## config.mk

```make
export PLATFORM = sky130hd
export DESIGN_NAME = key_lock_ctrl
export DESIGN_NICKNAME = d
export VERILOG_FILES = /design/src/rtl/key_lock_ctrl.sv
export SDC_FILE = /design/constraint.sdc
export NUM_CORES = 1
export LEC_CHECK = 0
export CAP_MARGIN = 20
export CELL_PAD_IN_SITES_DETAIL_PLACEMENT = 2
export CELL_PAD_IN_SITES_GLOBAL_PLACEMENT = 2
export CORE_ASPECT_RATIO = 1.4
export CORE_MARGIN = 5
export CORE_UTILIZATION = 32
export CTS_CLUSTER_DIAMETER = 120
export DETAILED_ROUTE_END_ITERATION = 10
export PLACE_DENSITY = 0.84
export SYNTH_ARGS = -nofsm -noshare
export SYNTH_HDL_FRONTEND = slang
export SYNTH_SLANG_ARGS = --single-unit
```

## constraint.sdc

```tcl
create_clock -name clk -period 2.5 [get_ports clk]
set_input_delay 0.25 -clock clk [delete_from_list [all_inputs] [get_ports clk]]
set_output_delay 0.25 -clock clk [all_outputs]
set_load 0.1 [all_outputs]
```

## src/rtl/key_lock_ctrl.sv

```systemverilog
// key_lock_ctrl: serial unlock-key receiver/comparator that gates the core's key bus.
// Optional feature macro AUTO_RELOCK_EN: relock after RELOCK_CYCLES idle cycles while unlocked.
module key_lock_ctrl #(
    parameter int unsigned      KEY_W         = 64,
    parameter int unsigned      BEAT_W        = 8,
    parameter logic [KEY_W-1:0] GOLDEN_KEY    = 64'hA5C3_0F1E_5A3C_F0E1,
    parameter int unsigned      MAX_FAIL      = 3,
    parameter int unsigned      RELOCK_CYCLES = 1024
) (
    input  logic              clk,
    input  logic              rst,
    input  logic [BEAT_W-1:0] key_in,
    input  logic              key_valid,
    input  logic              key_last,
    output logic              key_ready,
    input  logic              lock_req,
    input  logic              core_active,
    output logic [KEY_W-1:0]  key_out,
    output logic              unlocked,
    output logic              lockout,
    output logic [3:0]        fail_cnt
);

    localparam int unsigned       BEATS     = KEY_W / BEAT_W;
    localparam int unsigned       BCNT_W    = $clog2(BEATS + 1);
    localparam logic [BCNT_W-1:0] LAST_BEAT = BCNT_W'(BEATS);
    localparam logic [3:0]        FAIL_MAX  = 4'(MAX_FAIL);

    typedef enum logic [2:0] {
        S_LOCKED,
        S_LOAD,
        S_CHECK,
        S_UNLOCKED,
        S_LOCKOUT
    } state_t;

    state_t              state;
    logic [KEY_W-1:0]    sr;
    logic [BCNT_W-1:0]   beat_cnt;
    logic                bad;

    logic                accept;
    logic [BCNT_W-1:0]   beat_nxt;
    logic                final_beat;
    logic                beat_bad;
    logic [KEY_W-1:0]    sr_nxt;
    logic [3:0]          fail_inc;
    logic                relock;

    // Per-beat decode shared by LOCKED (first beat) and LOAD.
    assign accept     = key_valid && key_ready;
    assign beat_nxt   = beat_cnt + BCNT_W'(1);
    assign final_beat = (beat_nxt == LAST_BEAT);
    assign beat_bad   = final_beat ? !key_last : key_last;
    assign sr_nxt     = KEY_W'({sr, key_in});
    assign fail_inc   = (fail_cnt >= FAIL_MAX) ? fail_cnt : fail_cnt + 4'd1;

`ifdef AUTO_RELOCK_EN
    localparam int unsigned     RC_W   = $clog2(RELOCK_CYCLES + 1);
    localparam logic [RC_W-1:0] RC_MAX = RC_W'(RELOCK_CYCLES);

    logic [RC_W-1:0] idle_cnt;

    // Idle counter: held at zero outside UNLOCKED and whenever the core is busy.
    always_ff @(posedge clk or negedge rst) begin
        if (!rst) begin
            idle_cnt <= '0;
        end else if (state != S_UNLOCKED || core_active) begin
            idle_cnt <= '0;
        end else if (idle_cnt != RC_MAX) begin
            idle_cnt <= idle_cnt + RC_W'(1);
        end
    end

    assign relock = lock_req || (idle_cnt == RC_MAX);
`else
    logic unused_core_active;

    assign unused_core_active = core_active;
    assign relock             = lock_req;
`endif

    // Controller FSM with registered outputs.
    always_ff @(posedge clk or negedge rst) begin
        if (!rst) begin
            state     <= S_LOCKED;
            sr        <= '0;
            beat_cnt  <= '0;
            bad       <= 1'b0;
            key_ready <= 1'b0;
            key_out   <= '0;
            unlocked  <= 1'b0;
            lockout   <= 1'b0;
            fail_cnt  <= '0;
        end else begin
            case (state)
                S_LOCKED, S_LOAD: begin
                    if (state == S_LOAD && lock_req) begin
                        // Abort wins over a coinciding beat.
                        state     <= S_LOCKED;
                        sr        <= '0;
                        beat_cnt  <= '0;
                        bad       <= 1'b0;
                        key_ready <= 1'b1;
                    end else if (accept) begin
                        sr       <= sr_nxt;
                        beat_cnt <= beat_nxt;
                        bad      <= bad | beat_bad;
                        if (final_beat || key_last) begin
                            state     <= S_CHECK;
                            key_ready <= 1'b0;
                        end else begin
                            state     <= S_LOAD;
                            key_ready <= 1'b1;
                        end
                    end else begin
                        key_ready <= 1'b1;
                    end
                end

                S_CHECK: begin
                    sr       <= '0;
                    beat_cnt <= '0;
                    bad      <= 1'b0;
                    if (sr == GOLDEN_KEY && !bad) begin
                        state     <= S_UNLOCKED;
                        fail_cnt  <= '0;
                        key_ready <= 1'b0;
                    end else begin
                        fail_cnt <= fail_inc;
                        if (fail_inc == FAIL_MAX) begin
                            state     <= S_LOCKOUT;
                            lockout   <= 1'b1;
                            key_ready <= 1'b0;
                        end else begin
                            state     <= S_LOCKED;
                            key_ready <= 1'b1;
                        end
                    end
                end

                S_UNLOCKED: begin
                    if (relock) begin
                        state     <= S_LOCKED;
                        key_out   <= '0;
                        unlocked  <= 1'b0;
                        key_ready <= 1'b1;
                    end else begin
                        key_out   <= GOLDEN_KEY;
                        unlocked  <= 1'b1;
                        key_ready <= 1'b0;
                    end
                end

                S_LOCKOUT: begin
                    key_ready <= 1'b0;
                    key_out   <= '0;
                    lockout   <= 1'b1;
                end

                default: begin
                    state     <= S_LOCKED;
                    key_ready <= 1'b0;
                end
            endcase
        end
    end

endmodule

```

### Word-level counts from Yosys, hierarchy flattened

Cells that the tools add are included.

| storage, ports and cells | value |
|---|---|
| register bits | 143 |
| latch bits | 0 |
| memory bits (writable) | 0 |
| ROM bits | 0 |
| input bits | 14 |
| output and inout port bits | 71 |
| logic and storage cells | 71 |
| memories kept | 0 |

| operators by class | value |
|---|---|
| $add $sub $neg | 2 |
| multipliers | 0 |
| divide/modulo/power cells | 0 |
| magnitude comparators | 1 |
| equality and inequality tests | 11 |
| shift operators | 0 |
| mux-type cells | 32 |
| bitwise gates (word level) | 2 |
| reduce and logical (&&, ||, !) cells | 14 |

Operators with widths:

| operator | number |
|---|---|
| case mux 64 bit (2 select lines) | 2 |
| two-way mux 64 bit | 3 |
| == test 64 bit, second input constant | 1 |
| two-way mux 4 bit | 4 |
| two-way mux 3 bit | 5 |
| two-way mux 1 bit | 12 |
| case mux 3 bit (4 select lines) | 1 |
| adder 4 x 1 -> 4 bit, second input constant | 2 |
| case mux 4 bit (2 select lines) | 1 |
| == test 3 x 2 -> 1 bit, second input constant | 2 |
| != test 2 bit, second input constant | 3 |
| AND reduction 3 bit | 2 |
| nonzero test 2 bit | 3 |
| == test 4 x 2 -> 1 bit, second input constant | 1 |
| == test 4 bit, second input constant | 1 |
| greater-or-equal comparator 4 x 2 -> 1 bit, second input constant | 1 |
| case mux 1 bit (2 select lines) | 2 |
| == test 3 x 1 -> 1 bit, second input constant | 1 |
| == test 3 bit, second input constant | 1 |
| logical AND 1 bit | 3 |
| logical NOT 3 bit | 1 |
| != test 3 bit, second input constant | 1 |
| case mux 1 bit (3 select lines) | 1 |
| logical NOT 1 bit | 2 |
| other kinds (6) | 6 |

### Longest topological paths before layout

| logic depth | value |
|---|---|
| depth after elaboration | 7 |
| gate-level depth with buffers | 8 |
| gate-level depth less buffers | 8 |

### Least setup slack after synthesis

No wires, ideal clock.

| path | value |
|---|---|
| path type | reg-to-reg |
| from | reg key_ready |
| to | reg beat_cnt[2] |
| setup time | 0.083 ns |
| data arrival time | 2.073 ns |
| required time | 2.417 ns |
| setup slack | 0.344 ns |
| stages on the path, launching flop included | 7 |
| path buffers | 2 |
| clock period less this slack | 2.156 ns |
| path through | dfrtp_1 -> nand2_1 -> nor3b_2 -> buf_2 -> buf_2 -> nand2_1 -> o21ai_0 |

| between the ends | value |
|---|---|
| longest elaborated chain between the ends | 3 |

RTL lines:

| element | line | text |
|---|---|---|
| start: declaration | 15 | `output logic key_ready,` |
| start signal: assignment | 90 | `key_ready <= 1'b0;` |
| start signal: assignment | 104 | `key_ready <= 1'b1;` |
| start signal: assignment | 111 | `key_ready <= 1'b0;` |
| logical AND 1 bit | 51 | `assign accept = key_valid && key_ready;` |
| != test 3 bit (no source line) | n/a |  |
| AND reduction 2 bit (no source line) | n/a |  |
| end signal: assignment | 107 | `beat_cnt <= beat_nxt;` |
| end: declaration | 39 | `logic [BCNT_W-1:0] beat_cnt;` |

Every way passes these cells.
A chain may end at the register's enable or synchronous reset.

### Final worst setup path

| path | value |
|---|---|
| from | reg sr[2] |
| to | reg state[0] |

| between the ends | value |
|---|---|
| longest elaborated chain between the ends | 4 |

RTL lines:

| element | line | text |
|---|---|---|
| start: declaration | 38 | `logic [KEY_W-1:0] sr;` |
| start signal: assignment | 106 | `sr <= sr_nxt;` |
| == test 64 bit | 125 | `if (sr == GOLDEN_KEY && !bad) begin` |
| logical AND 1 bit | 125 |  |
| two-way mux 3 bit | 125 |  |
| case mux 3 bit (4 select lines) | 96 | `case (state)` |
| end signal: assignment | 100 | `state <= S_LOCKED;` |
| end signal: assignment | 126 | `state <= S_UNLOCKED;` |
| end signal: assignment | 132 | `state <= S_LOCKOUT;` |
| end: declaration | 37 | `state_t state;` |

Every way passes these cells.

==> Flow_metrics.wiki <==
{| class="wikitable"
! Metric !! Value
|-
| Status || completed
|-
| Placement Setup Slack || 0.3982 ns
|-
| Average cell area after synthesis || 11.71 um2
|-
| Proportion of register bits with asynchronous set or reset after synthesis || 100.0%
|-
| Distinct cells, synth || 40
|-
| Initial DRT Pass Iterations || 4
|-
| Drt initial violations || 84
|-
| HPWL reported at the end of detailed placement || 5.631 mm
|-
| Buffer cell driving the clock tree root || clkbuf_16
|-
| Sequential element share of the synthesized area || 53.75%
|-
| Critical path capture point || state[0]$_DFFE_PN0P_
|-
| Worst Reg-to-Reg Cells || 5
|-
| Count of final max-slew check failures || 0
|-
| Number of design rule violations left after detail routing || 0
|-
| Average via count per standard cell || 5.019
|-
| Final Hold Fails || 0
|-
| Number of synthesized flops with an enable pin || 0
|-
| Vias in the first global route || 2552
|-
| Final setup violation count || 0
|-
| Crit path max fanout || 7
|-
| Post-Route Hold Slack || 0.2821 ns
|-
| Minimum clock period after layout || 2.077 ns
|-
| X dimension of the die || 101.2 um
|-
| Quantity of I/O buffers inserted on ports || 51
|-
| Data required time of the critical path || 2.77 ns
|-
| Die height || 137.7 um
|-
| Fill cell total of the finished layout || 1195
|-
| I/O pin count || 85
|-
| Transition time at the pin with the least slew margin || 0.8882 ns
|-
| Yosys top cell area share || 53.75%
|-
| Count of yosys warnings during synthesis || 0
|-
| Relative slew slack || 40.79%
|-
| Highest attainable clock frequency || 0.4815 GHz
|-
| Number of nets at the end of the flow || 352
|-
| Weighted congestion reported at the end of routability-driven placement || 0.7376
|-
| Data arrival time of the critical path || 2.34 ns
|-
| Clock sinks || 80
|-
| Startpoint kind of the worst setup timing path || flop
|-
| Number of buffers created by CTS || 9
|-
| Total of flip-flops plus latches after synthesis || 80
|-
| Setup slack of the worst register-to-register path || 0.42 ns
|-
| Postcts setup bufs || 0
|-
| Clock buffer depth || 2
|-
| Sum of negative setup slack || 0 ns
|-
| Cells after Synth || 318
|-
| Cell type contributing the most total cell area after synthesis || dfrtp_1
|-
| Layout cell share with drive strength beyond 1 || 19.71%
|-
| Count leader, synth || dfrtp_1
|-
| Worst reg2reg startpoint || sr[2]$_DFFE_PN0P_
|-
| Crit. Startpoint || sr[2]$_DFFE_PN0P_
|-
| Std-Cell Rows || 46
|-
| Final worst-path cycle share || 83.07%
|-
| Total vias in the final route || 2429
|-
| Kind of capture point of the worst setup path || flop
|-
| Antenna diode count || 0
|-
| Class of the tightest hold or removal check || input port to async pin
|-
| Routed len/inst || 17.65 um
|-
| Die area || 13930 um2
|-
| Clock slew at reported path FFs || 0.06 ns
|-
| Worst-case setup margin in the final layout || 0.4233 ns
|-
| Proportion of synthesized area in mux cells || 0.5710%
|-
| Synth Cell Area || 3725 um2
|-
| Clock tree from TritonCTS || yes
|-
| Maximum level of the CTS H-tree || 3
|-
| Adder and majority cell fraction of the synthesized area || 1.008%
|-
| Unrepaired setup endpoints after global routing || false
|-
| Total core area || 11400 um2
|-
| Dominant combinational cell family by area after synthesis || compound AO/OA/AOI/OAI gates
|-
| Crit Path Category || flop to flop
|-
| Effective utilization at floorplan || 32.69%
|-
| Reg2reg end || state[0]$_DFFE_PN0P_
|-
| Pin count of the biggest net entering global routing || 81
|-
| Worst-Skew Late Latency || 0.34 ns
|-
| Overflow left after global routing || 0
|-
| DRT antenna net count || 0
|-
| Commonest cells post-synth || dfrtp_1 (80), a22o_1 (66), buf_4 (63), nor2_1 (16), clkbuf_1 (12)
|-
| Number of max-capacitance violations reported || 0
|-
| Fraction of synthesized cell area in xor and xnor cells || 0.7054%
|-
| Overall global routing resource usage || 12.69%
|-
| Biggest area contributors in the synthesized netlist || dfrtp_1 (54%), a22o_1 (16%), buf_4 (13%), nor2_1 (1.6%), clkbuf_1 (1.2%)
|-
| Primary FF master, synth || dfrtp_1
|-
| Wire length of the first global-routing pass || 13.57 mm
|-
| Wirelength, routed || 8.543 mm
|-
| Post-synthesis compound-gate area fraction || 18.34%
|-
| Layout overhead on the synthesized area || 15.15%
|-
| Worst clock skew || 0.007573 ns
|-
| Number of antenna violations at the first check in global routing || 0
|-
| Area share of and/or/nand/nor cells after synthesis || 10.58%
|}
-- placed cells by master, fill, tap and decap left out, types with 2 or more instances in the layout --
| cell | instances |
|---|---|
| clkdlybuf4s50_1 | 11 |
| nand3_1 | 3 |
| clkbuf_16 | 9 |
| ha_1 | 3 |
| xnor2_1 | 2 |
| a22o_1 | 66 |
| nand3b_1 | 2 |
| inv_1 | 4 |
| nor4b_1 | 4 |
| clkinv_4 | 2 |
| or4_4 | 2 |
| nor4bb_1 | 3 |
| dfrtp_1 | 80 |
| nand4_1 | 6 |
| nand2b_1 | 2 |
| nand2_1 | 5 |
| o21ai_0 | 7 |
| nor2_1 | 16 |
| clkbuf_8 | 2 |
| and4b_1 | 3 |
| nor3_1 | 3 |
| conb_1 | 32 |
| a21oi_1 | 5 |
| buf_4 | 41 |
| nor2b_1 | 4 |
-- critical path, stage by stage (launching register included) --
cell	delay (ns)
dfrtp_1	0.41
nor4b_1	0.38
nand4_1	0.18
or4_4	0.60
nor3_4	0.28
o21bai_1	0.16
-- routing by layer --
| layer | wire length, um | share of wire (%) | GRT usage [%] |
|---|---|---|---|
| met1 | 3371 | 39 | 14.67 |
| met2 | 4461 | 52 | 21.72 |
| met3 | 557 | 6.5 | 4.002 |
| met4 | 152 | 1.8 | 4.878 |
| met5 | 0 | 0 | 0 |
-- how the worst min path moves through the flow --
| stage | from | to | depth (start not counted) |
|---|---|---|---|
| final | rst | state[0]$_DFFE_PN0P_ | 2 |
| after global routing | rst | state[0]$_DFFE_PN0P_ | 2 |
| after CTS | rst | unlocked$_DFFE_PN0P_ | 1 |
| after detailed placement | sr[58]$_DFFE_PN0P_ | sr[58]$_DFFE_PN0P_ | 1 |
| after global placement | rst | fail_cnt[3]$_DFFE_PN0P_ | 1 |
| after floorplan | rst | bad$_DFFE_PN0P_ | 0 |
-- timing repair --
action,4_1_cts,5_1_grt
hold endpoints to repair,0,7
resized for setup,0,0
hold buffers,0,1
-- cells by family after synthesis --
group	count (synthesis)
AO/OA/AOI/OAI	84
XOR/XNOR	3
adder cells (fa/ha/maj)	3
buffers and inverters	84
flip-flops	80
multiplexers	2
other	1
AND/OR/NAND/NOR	61
-- state kept, by name, summed over array words and instances (netlist names) --
name       flops
sr            64
beat_cnt       4
fail_cnt       4
state          3
bad            1
key_out        1
key_ready      1
lockout        1
unlocked       1
-- final cells by class --
type / instances / area [um2] / share of cell area [%]
Timing Repair Buffer: 55 / 475.5 / 11.09
Tap cell: 144 / 180.2 / 4.201
Clock inverter: 5 / 63.81 / 1.488
Multi-Input combinational cell: 185 / 1300 / 30.31
Sequential cell: 80 / 2002 / 46.67
Inverter: 4 / 15.01 / 0.3501
Clock buffer: 11 / 252.7 / 5.893
-- metrics by stage --
step / area [um2] / cells / utilization, %
6_report: 4289 / 484 / 37.64
3_5_place_dp: 3935 / 466 / 34.53
2_1_floorplan: 3841 / 349 / -
5_1_grt: 4289 / 484 / 37.64
4_1_cts: 4252 / 482 / 37.31
3_3_place_gp: 3935 / 466 / 34.53
Power is not shown: default switching activity piles up to over one toggle a cycle in this logic, so the estimate is an artifact.
